File: config.mk
export PLATFORM = sky130hd
export DESIGN_NAME = sat_narrow
export DESIGN_NICKNAME = d
export VERILOG_FILES = /design/src/rtl/sat_narrow_pkg.sv /design/src/rtl/sat_narrow_core.sv /design/src/rtl/sat_narrow.sv
export SDC_FILE = /design/constraint.sdc
export NUM_CORES = 1
export LEC_CHECK = 0
export BUFFER_PORTS_ARGS = -buffer_cell sky130_fd_sc_hd__buf_2
export CAP_MARGIN = 20
export CORE_MARGIN = 10
export CORE_UTILIZATION = 40
export CTS_BUF_LIST = sky130_fd_sc_hd__clkbuf_8
export DETAILED_ROUTE_END_ITERATION = 8
export PLACE_DENSITY = 0.64
export SLEW_MARGIN = 5
export SYNTH_ARGS = -nofsm -noshare
export SYNTH_HDL_FRONTEND = slang
export SYNTH_SLANG_ARGS = --single-unit
File: constraint.sdc
create_clock -name clk -period 2.26 [get_ports clk]
set_input_delay 0.113 -clock clk [delete_from_list [all_inputs] [get_ports clk]]
set_output_delay 0.113 -clock clk [all_outputs]
set_load 0.02 [all_outputs]
File: src/rtl/sat_narrow_pkg.sv
// Shared definitions for the saturating narrowing unit: mode encodings,
// default widths and the beat record carried through the skid buffer.
package sat_narrow_pkg;

    // Narrowing modes; the reserved code behaves as wrap.
    typedef enum logic [1:0] {
        MODE_WRAP  = 2'b00,
        MODE_SAT_S = 2'b01,
        MODE_SAT_U = 2'b10,
        MODE_RSVD  = 2'b11
    } mode_e;

    localparam int unsigned DEF_INPUT_DWIDTH  = 16;
    localparam int unsigned DEF_OUTPUT_DWIDTH = 8;
    localparam int unsigned DEF_CNT_WIDTH     = 8;

    // Beat record at the default narrow width. The top re-declares the
    // same shape at its own parameterised width.
    typedef struct packed {
        logic [DEF_OUTPUT_DWIDTH-1:0] data;
        logic                         ovf;
    } beat_t;

    // Skid/stall occupancy states.
    typedef enum logic [1:0] {
        ST_EMPTY = 2'b00,
        ST_ONE   = 2'b01,
        ST_FULL  = 2'b10
    } skid_state_e;

endpackage

File: src/rtl/sat_narrow_core.sv
// Combinational range check and wrap/clamp of a wide signed value into a
// narrow field. No state; the top registers the result with the beat.
module narrow_core
    import sat_narrow_pkg::*;
#(
    parameter int unsigned INPUT_DWIDTH  = 16,
    parameter int unsigned OUTPUT_DWIDTH = 8
) (
    input  logic [INPUT_DWIDTH-1:0]  in_data,
    input  logic [1:0]               mode,
    output logic [OUTPUT_DWIDTH-1:0] out_data,
    output logic                     out_ovf
);

    localparam int unsigned HI_S_W = INPUT_DWIDTH - OUTPUT_DWIDTH + 1;
    localparam int unsigned HI_U_W = INPUT_DWIDTH - OUTPUT_DWIDTH;

    localparam logic [OUTPUT_DWIDTH-1:0] SMAX = {1'b0, {(OUTPUT_DWIDTH-1){1'b1}}};
    localparam logic [OUTPUT_DWIDTH-1:0] SMIN = {1'b1, {(OUTPUT_DWIDTH-1){1'b0}}};
    localparam logic [OUTPUT_DWIDTH-1:0] UMAX = {OUTPUT_DWIDTH{1'b1}};
    localparam logic [OUTPUT_DWIDTH-1:0] UMIN = {OUTPUT_DWIDTH{1'b0}};

    logic [HI_S_W-1:0]        hi_s_bits_s;
    logic [HI_U_W-1:0]        hi_u_bits_s;
    logic                     fit_s_s;
    logic                     fit_u_s;
    logic                     neg_s;
    logic [OUTPUT_DWIDTH-1:0] low_s;

    // Signed fit: every bit from the narrow sign bit upward equals the
    // wide sign bit. Unsigned fit: every bit above the narrow field is 0.
    assign hi_s_bits_s = in_data[INPUT_DWIDTH-1:OUTPUT_DWIDTH-1];
    assign hi_u_bits_s = in_data[INPUT_DWIDTH-1:OUTPUT_DWIDTH];
    assign fit_s_s     = (&hi_s_bits_s) | (~|hi_s_bits_s);
    assign fit_u_s     = ~|hi_u_bits_s;
    assign neg_s       = in_data[INPUT_DWIDTH-1];
    assign low_s       = in_data[OUTPUT_DWIDTH-1:0];

    // Select wrap or clamp result and the matching out-of-range flag.
    always_comb begin
        out_data = low_s;
        out_ovf  = ~fit_s_s;
        case (mode)
            MODE_SAT_S: begin
                out_ovf = ~fit_s_s;
                if (fit_s_s) begin
                    out_data = low_s;
                end else if (neg_s) begin
                    out_data = SMIN;
                end else begin
                    out_data = SMAX;
                end
            end
            MODE_SAT_U: begin
                out_ovf = ~fit_u_s;
                if (fit_u_s) begin
                    out_data = low_s;
                end else if (neg_s) begin
                    out_data = UMIN;
                end else begin
                    out_data = UMAX;
                end
            end
            MODE_WRAP: begin
                out_data = low_s;
                out_ovf  = ~fit_s_s;
            end
            default: begin
                // Reserved code: identical to wrap.
                out_data = low_s;
                out_ovf  = ~fit_s_s;
            end
        endcase
    end

endmodule

File: src/rtl/sat_narrow.sv
// Pipelined narrowing unit with saturation. The beat is narrowed at
// acceptance, then held in a main output register backed by one skid entry
// so that in_ready comes straight from a flop. Overflow statistics count
// every accepted out-of-range beat.
module sat_narrow
    import sat_narrow_pkg::*;
#(
    parameter int unsigned INPUT_DWIDTH  = 16,
    parameter int unsigned OUTPUT_DWIDTH = 8,
    parameter int unsigned CNT_WIDTH     = 8
) (
    input  logic                     clk,
    input  logic                     rst_n,
    input  logic                     in_valid,
    output logic                     in_ready,
    input  logic [INPUT_DWIDTH-1:0]  in_data,
    input  logic [1:0]               in_mode,
    output logic                     out_valid,
    input  logic                     out_ready,
    output logic [OUTPUT_DWIDTH-1:0] out_data,
    output logic                     out_ovf,
    input  logic                     ovf_clr,
    output logic                     ovf_sticky,
    output logic [CNT_WIDTH-1:0]     ovf_cnt
);

    // Beat record at this instance's narrow width.
    typedef struct packed {
        logic [OUTPUT_DWIDTH-1:0] data;
        logic                     ovf;
    } wbeat_t;

    localparam wbeat_t        BEAT_ZERO = '{data: {OUTPUT_DWIDTH{1'b0}}, ovf: 1'b0};
    localparam logic [CNT_WIDTH-1:0] CNT_MAX = {CNT_WIDTH{1'b1}};
    localparam logic [CNT_WIDTH-1:0] CNT_ONE = {{(CNT_WIDTH-1){1'b0}}, 1'b1};

    skid_state_e              state_r;
    wbeat_t                   main_r;
    wbeat_t                   skid_r;
    logic                     in_ready_r;
    logic                     out_valid_r;
    logic                     sticky_r;
    logic [CNT_WIDTH-1:0]     cnt_r;

    logic [OUTPUT_DWIDTH-1:0] core_data_s;
    logic                     core_ovf_s;
    wbeat_t                   new_beat_s;
    logic                     accept_s;
    logic                     drain_s;

    narrow_core #(
        .INPUT_DWIDTH  (INPUT_DWIDTH),
        .OUTPUT_DWIDTH (OUTPUT_DWIDTH)
    ) u_core (
        .in_data  (in_data),
        .mode     (in_mode),
        .out_data (core_data_s),
        .out_ovf  (core_ovf_s)
    );

    // Mode is resolved here, so a later mode change never touches a
    // stored beat.
    assign new_beat_s = '{data: core_data_s, ovf: core_ovf_s};
    assign accept_s   = in_valid & in_ready_r;
    assign drain_s    = out_valid_r & out_ready;

    // Skid/stall FSM: moves beats between input, skid and main register and
    // keeps in_ready/out_valid as registered copies of the next occupancy.
    always_ff @(posedge clk or negedge rst_n) begin
        if (!rst_n) begin
            state_r     <= ST_EMPTY;
            main_r      <= BEAT_ZERO;
            skid_r      <= BEAT_ZERO;
            in_ready_r  <= 1'b1;
            out_valid_r <= 1'b0;
        end else begin
            case (state_r)
                ST_EMPTY: begin
                    if (accept_s) begin
                        main_r      <= new_beat_s;
                        state_r     <= ST_ONE;
                        out_valid_r <= 1'b1;
                        in_ready_r  <= 1'b1;
                    end else begin
                        state_r     <= ST_EMPTY;
                        out_valid_r <= 1'b0;
                        in_ready_r  <= 1'b1;
                    end
                end
                ST_ONE: begin
                    if (accept_s && drain_s) begin
                        // Pass-through: the new beat replaces the drained one.
                        main_r      <= new_beat_s;
                        state_r     <= ST_ONE;
                        out_valid_r <= 1'b1;
                        in_ready_r  <= 1'b1;
                    end else if (accept_s) begin
                        // Main is stalled; park the new beat in the skid entry.
                        skid_r      <= new_beat_s;
                        state_r     <= ST_FULL;
                        out_valid_r <= 1'b1;
                        in_ready_r  <= 1'b0;
                    end else if (drain_s) begin
                        state_r     <= ST_EMPTY;
                        out_valid_r <= 1'b0;
                        in_ready_r  <= 1'b1;
                    end else begin
                        state_r     <= ST_ONE;
                        out_valid_r <= 1'b1;
                        in_ready_r  <= 1'b1;
                    end
                end
                ST_FULL: begin
                    // in_ready is low here, so only a drain can happen.
                    if (drain_s) begin
                        main_r      <= skid_r;
                        state_r     <= ST_ONE;
                        out_valid_r <= 1'b1;
                        in_ready_r  <= 1'b1;
                    end else begin
                        state_r     <= ST_FULL;
                        out_valid_r <= 1'b1;
                        in_ready_r  <= 1'b0;
                    end
                end
                default: begin
                    // Unreachable encoding: recover to a clean empty state.
                    state_r     <= ST_EMPTY;
                    out_valid_r <= 1'b0;
                    in_ready_r  <= 1'b1;
                end
            endcase
        end
    end

    // Overflow statistics: clear first, then count the accepted event, with
    // the counter pinned at all-ones.
    always_ff @(posedge clk or negedge rst_n) begin
        if (!rst_n) begin
            sticky_r <= 1'b0;
            cnt_r    <= {CNT_WIDTH{1'b0}};
        end else if (ovf_clr) begin
            if (accept_s && new_beat_s.ovf) begin
                sticky_r <= 1'b1;
                cnt_r    <= CNT_ONE;
            end else begin
                sticky_r <= 1'b0;
                cnt_r    <= {CNT_WIDTH{1'b0}};
            end
        end else if (accept_s && new_beat_s.ovf) begin
            sticky_r <= 1'b1;
            if (cnt_r != CNT_MAX) begin
                cnt_r <= cnt_r + CNT_ONE;
            end else begin
                cnt_r <= cnt_r;
            end
        end else begin
            sticky_r <= sticky_r;
            cnt_r    <= cnt_r;
        end
    end

    assign in_ready   = in_ready_r;
    assign out_valid  = out_valid_r;
    assign out_data   = main_r.data;
    assign out_ovf    = main_r.ovf;
    assign ovf_sticky = sticky_r;
    assign ovf_cnt    = cnt_r;

endmodule

# After elaboration in Yosys (flattened, before gate mapping)
# Index checks and enable logic that the tools add are counted.
dict set report word_totals {
  ff_bits 31
  in_bits 23
  out_inout_bits 20
  word_cells 68
}
dict set report op_classes {
  add_sub_neg 1
  eq_ne 8
  muxes 32
  n_bitwise 5
  n_reduce_logical 13
}
# op n
set ops {}
lappend ops {{2-to-1 mux 8 bit} 7}
lappend ops {{2-to-1 mux 9 bit} 3}
lappend ops {{case mux 9 bit (3 select lines)} 1}
lappend ops {{case mux 8 bit (2 select lines)} 1}
lappend ops {{2-to-1 mux 1 bit} 14}
lappend ops {{AND reduction 9 bit} 1}
lappend ops {{OR reduction 9 bit} 1}
lappend ops {{adder 8 x 1 -> 8 bit, second input constant} 1}
lappend ops {{inequality test 8 bit, second input constant} 1}
lappend ops {{OR reduction 8 bit} 1}
lappend ops {{2-to-1 mux 2 bit} 3}
lappend ops {{inequality test 2 bit, second input constant} 3}
lappend ops {{case mux 2 bit (3 select lines)} 1}
lappend ops {{equality test 2 x 1 -> 1 bit, second input constant} 2}
lappend ops {{equality test 2 bit, second input constant} 2}
lappend ops {{AND reduction 4 bit} 1}
lappend ops {{nonzero test 2 bit} 2}
lappend ops {{case mux 1 bit (3 select lines)} 1}
lappend ops {{AND reduction 3 bit} 1}
lappend ops {{nonzero test 3 bit} 1}
lappend ops {{bitwise AND 1 bit} 2}
lappend ops {{logical AND 1 bit} 2}
lappend ops {{zero test 2 bit} 1}
lappend ops {{inverter 1 bit} 2}
lappend ops {{4 further kinds} 4}

# Logic depth before layout (Yosys ltp)
dict set report logic_depth {
  ltp_word 8
  depth_mapped 10
  ltp_nobuf 8
}

# Hierarchy
# Synthesis repeated with hierarchy kept, for this count alone.
dict set report unflattened {
  hier_cells 159
  area_unflattened_um2 1780.5
}
# module instances cells_per_inst area_each_um2 seq_area_each_um2
set by_module_without_submodules {}
lappend by_module_without_submodules {sat_narrow 1 127 1547.7 777.0}
lappend by_module_without_submodules {narrow_core 1 32 232.7 0.0}

# Least setup slack after synthesis
# No wires, ideal clock.
dict set report synth_timing {
  path_type {reg2reg}
  startpoint {reg in_ready_r (netlist: in_ready)}
  endpoint {reg main_r (netlist bit out_data[0])}
  setup_ns 0.149
  t_arrival_ns 1.945
  required_time_ns 2.111
  path_slack_ns 0.167
  path_stages_with_launch 10
  path_buffers 1
  synth_period_minus_slack_ns 2.093
  path_cell_list {dfstp_2 > nand2_1 > inv_1 > ha_1 > nor2b_1 > a21oi_1 > o311a_1 > clkbuf_1 > nor3b_2 > a221oi_1}
}
dict set report synth_between {
  elab_chain_len 4
  elab_cells_between_ends 5
}
# element line
set synth_lines {}
lappend synth_lines {{start: declaration} sat_narrow.sv:40} ;# logic in_ready_r;
lappend synth_lines {{start signal: assignment} sat_narrow.sv:74} ;# in_ready_r <= 1'b1;
lappend synth_lines {{start signal: assignment} sat_narrow.sv:83} ;# in_ready_r <= 1'b1;
lappend synth_lines {{start signal: assignment} sat_narrow.sv:87} ;# in_ready_r <= 1'b1;
lappend synth_lines {{bitwise AND 1 bit (*)} sat_narrow.sv:64} ;# assign accept_s = in_valid & in_ready_r;
lappend synth_lines {{logical AND 1 bit} sat_narrow.sv:91} ;# if (accept_s && drain_s) begin
lappend synth_lines {{inequality test 2 bit (no line)} n/a}
lappend synth_lines {{AND reduction 4 bit (no line) (*)} n/a}
lappend synth_lines {{end signal: assignment} sat_narrow.sv:80} ;# main_r <= new_beat_s;
lappend synth_lines {{end signal: assignment} sat_narrow.sv:93} ;# main_r <= new_beat_s;
lappend synth_lines {{end signal: assignment} sat_narrow.sv:116} ;# main_r <= skid_r;
lappend synth_lines {{end: declaration} sat_narrow.sv:38} ;# wbeat_t main_r;
# Mark *: on every way between the ends. The rest lies on a longest branch, timed or not.
# A chain may end at the register's enable or synchronous reset.

# Final worst setup path
dict set report layout_timing {
  startpoint {reg in_ready_r (netlist: in_ready)}
  endpoint {reg main_r (netlist bit out_data[2])}
}
# Same word-level chain as after synthesis.

==> results.md <==
- The run finished with clean final reports.
- The clock latency on the worst-skew pair is between 0.2 and 0.3 ns.
- The power density relative to cell area is ~1200 nW/µm².
- The area growth from synthesis to layout is 22.5%.
- The startpoint of the tightest hold check path is in_data[6].
- The final-report setup violation count is 0.
- In this run, the combinational gates consume 45.8% of the power.
- The class of the tightest hold or removal check is input pin to flop.
- The max-cap violation count is 0.
- 43 I/O pins were placed.
- The commonest cells after synthesis are sky130_fd_sc_hd__dfrtp_1, sky130_fd_sc_hd__nor2_1, sky130_fd_sc_hd__nand2_1, sky130_fd_sc_hd__a21oi_1, sky130_fd_sc_hd__inv_1.
- Once detail routing completed, the nets flagged for antenna violations numbered 0.
- Internal power comes to between 1.5 and 2 mW.
- The CTS tree is yes.
- The share of flip-flops with an asynchronous set or reset after synthesis is 100%.
- Counting distinct cell types in the post-synthesis netlist gives between 40 and 50.
- The portion of total power attributed to the clock network is 18.6%.
- The worst-case hold slack is 0.0870 ns.
- After synthesis, the cell types taking the most area are sky130_fd_sc_hd__dfrtp_1, sky130_fd_sc_hd__ha_1, sky130_fd_sc_hd__nor2_1, sky130_fd_sc_hd__nand2_1, sky130_fd_sc_hd__a21oi_1.
- For this run, design rule violations remaining after detail routing come to 0.
- The worst reg-to-reg setup slack is 0.38 ns.
- Of all cell types, the one taking the most synthesized area is sky130_fd_sc_hd__dfrtp_1.
- The count of routing violations after the opening detailed-route iteration is 75.
- The clock arrives with 0.00676 ns of skew.
- The routed layout has 1533 vias.
- The initial antenna violation count is 0.
- The required arrival time at the worst endpoint is approximately 2.4 ns.
- At the end of routability-driven placement, the weighted congestion stood at 0.828.
- By instance count, the leading cell after synthesis is sky130_fd_sc_hd__dfrtp_1.
- The die outline area is 7390 µm².
- The minimum period implied by the final worst setup slack is 1.88 ns.
- The setup TNS is 0 ns.
- At the worst endpoint, the arrival time is 2.05 ns.
- Counting flops and latches in the post-synthesis netlist gives 31.
- The layer with the highest usage is met2.
- The die is ~86 µm tall.
- The total wire length after detailed routing is 4180 µm.
- The overall global routing resource usage is a little under an eighth.
- The net count after synthesis is 219.
- The power spent charging and discharging nets is approximately 1 mW.
- The maximum buffer depth of the clock tree is 2.
- The number of hold buffers added after CTS is 1.
- The start-to-end type of the worst setup path is flop to flop.
- The number of cells on the worst hold path is 3.
- In the final layout, the share of cells above drive strength 1 is 27.5%.
- The static leakage is 1.00 nW.
- The clock transition time at the flip-flop clock pins of the worst setup and hold paths is approximately 0.060 ns.
- Each instance of the synthesized netlist takes up on average around 9.4 µm².
- The worst pin sits at a relative slew slack of 53.4%.
- After synthesis, flip-flops and latches occupy 44.6% of the total area.
- In this run the horizontal extent of the chip is 86.0 µm.
- During synthesis, Yosys emitted a total of 0 warnings.
- The met1 track demand over resource is 14.8%.
- The number of antenna diodes is 0.
- Synthesis produced a netlist whose cell count is 186.
- The count of endpoints failing hold in the final timing report is 0.
- IR analysis of the VDD net gives a maximum drop of 715 µV.
- In this run the clock root is driven by a sky130_fd_sc_hd__clkbuf_8.
- For this run, the detailed router's first-pass iteration total came to 4.
- The endpoint of the worst hold path is skid_r[7].
- Entering global routing, the biggest net connects 32 pins.
- Using the TritonRoute via totals, the vias-per-cell ratio works out to 5.36.
- The transition time at the pin with the least slew margin is 0.698 ns.
- Among all flip-flop cells after synthesis, the most frequent one is sky130_fd_sc_hd__dfrtp_1.
- The kind of capture point of the worst setup path is a flop.
- The initial utilization of the core area, before any placement, comes to 42.3%.
- The number of max-slew violations in the final report is 0.
- The critical register-to-register path startpoint is in_ready.
- The filler cell count is approximately 410.
- The clock tree synthesis step divided the H-tree into 2 levels.
- Once the clock tree was built, the setup fixing pass inserted 0 buffers.
- Summing every instance area after synthesis gives 1740 µm².
- The net count of the finished layout is 268.
- Once layout is complete, the utilization of the core stands at 51.8%.
- The count of clock tree sinks is 31.
- After global routing the overflow that remains totals 0.
- The cell count of the worst reg-to-reg path is 9.
- Along the worst path, the maximum fanout reaches 12.
- The placeable core region is around 4100 µm².
- Global routing used around 18% of the available met2 tracks.
- The wire length per cell is approximately 15 µm.
- The met3 global-route usage is roughly 5.1%.
- STA classifies the critical path startpoint as a flop.
- The maximum achievable frequency is between 0.5 and 0.6 GHz.
- The post-cts gate resize count is 0.
- The capturing point of the worst reg2reg path is out_data[2].
- The final worst-path cycle share is between 80% and 90%.
- The count of flip-flops with a built-in enable after synthesis is 0.
- The global-route wire length before repair is around 7400 µm.
- The number of standard-cell rows in the floorplan is 23.
- The portion of total power attributed to sequential cells is 35.5%.
- Setup repair after global routing left no endpoint under its margin.
- Clock tree synthesis inserted a total of 5 buffers.
- The HPWL after detailed placement is 3190 µm.
- Of the total power, the share spent switching nets is 39.5%.
- The share of the synthesized area in the top cell type is 43.1%.
- The number of global-route vias before repair is 1600.
- During placement, the flow inserted port buffers numbering 42.
[worst max-delay path, cell delays in order, from the launching register on]
cell	delay, ns
sky130_fd_sc_hd__dfstp_2	0.52
sky130_fd_sc_hd__nand2_1	0.12
sky130_fd_sc_hd__inv_1	0.12
sky130_fd_sc_hd__ha_1	0.15
sky130_fd_sc_hd__nor2b_1	0.04
sky130_fd_sc_hd__a21oi_1	0.11
sky130_fd_sc_hd__o311a_1	0.21
sky130_fd_sc_hd__buf_4	0.20
sky130_fd_sc_hd__nor2_1	0.05
sky130_fd_sc_hd__a221oi_1	0.24
[sequential cells by signal (all words and copies together) (netlist names)]
name,flops
skid_r,9
out_data,8
out_ovf,1
out_valid,1
state_r,2
ovf_cnt,8
ovf_sticky,1
in_ready,1
[cell families (layout without fill, tap and decap cells)]
kind of cell               count (synthesis)  count (layout)  share of synthesized area [%]
DFF                                       31              31                           44.6
adders and majority gates                 10              10                           7.18
AOI/OAI and AO/OA                         48              48                           20.3
and+or+nand+nor                           79              79                           23.3
buffers and inverters                     17              67                           4.02
muxes                                      1               1                          0.647
[final cells by class]
class	count	area (µm²)	share of cell area (%)
Multi-Input combinational cell	138	895	41.9
Sequential cell	31	777	36.4
Timing Repair Buffer	48	258	12.1
Clock buffer	7	96.3	4.52
Tap cell	50	62.6	2.93
Inverter	11	41.3	1.94
Clock inverter	1	3.75	0.176
[metrics by stage]
| step | power [mW] | cell area (µm²) | instances | setup WS, ns |
|---|---|---|---|---|
| 2_1_floorplan | 1.70 | 1740 | 186 | 0.167 |
| 3_3_place_gp | 2.06 | 2020 | 277 | 0.386 |
| 3_5_place_dp | 2.08 | 2020 | 277 | 0.359 |
| 4_1_cts | 2.58 | 2130 | 286 | 0.358 |
| 5_1_grt | 2.76 | 2130 | 286 | 0.173 |
| 6_report | 2.53 | 2130 | 286 | 0.381 |
[per-layer routing]
layer  up-vias  wire length (µm)
met1       723              2040
met4         0                36
met5         -                 0
met3         3               320
met2        39              1780
li1        768                 -
[power by group through the flow]
stage | Clock (mW) | Combinational [mW] | Sequential, mW
2_1_floorplan | 0 | 0.665 | 1.04
3_3_place_gp | 0 | 1.16 | 0.908
3_5_place_dp | 0 | 1.18 | 0.910
4_1_cts | 0.491 | 1.18 | 0.901
5_1_grt | 0.521 | 1.31 | 0.931
6_report | 0.472 | 1.16 | 0.901
[worst max path at each step]
stage | cells past startpoint | endpoint | start | slack, ns
2_1_floorplan | 9 | out_data[0] | in_ready | 0.17
3_3_place_gp | 8 | ovf_cnt[4] | in_mode[0] | 0.39
3_5_place_dp | 8 | ovf_cnt[4] | in_mode[0] | 0.36
4_1_cts | 9 | out_data[0] | in_ready | 0.36
5_1_grt | 9 | out_data[0] | in_ready | 0.17
6_report | 9 | out_data[2] | in_ready | 0.38
[cell usage in the layout, fill, tap and decap left out, types with 3 or more instances in the layout]
cell,synthesis,final
sky130_fd_sc_hd__buf_2,2,42
sky130_fd_sc_hd__dfrtp_1,30,30
sky130_fd_sc_hd__nor2_1,24,24
sky130_fd_sc_hd__nand2_1,21,21
sky130_fd_sc_hd__a21oi_1,15,15
sky130_fd_sc_hd__inv_1,11,12
sky130_fd_sc_hd__nor2b_1,10,10
sky130_fd_sc_hd__ha_1,10,10
sky130_fd_sc_hd__a221oi_1,7,7
sky130_fd_sc_hd__clkbuf_8,0,7
sky130_fd_sc_hd__buf_4,1,5
sky130_fd_sc_hd__nand3_1,4,4
sky130_fd_sc_hd__nor4_1,3,3
Note: power is estimated with default switching activity, not from simulation.
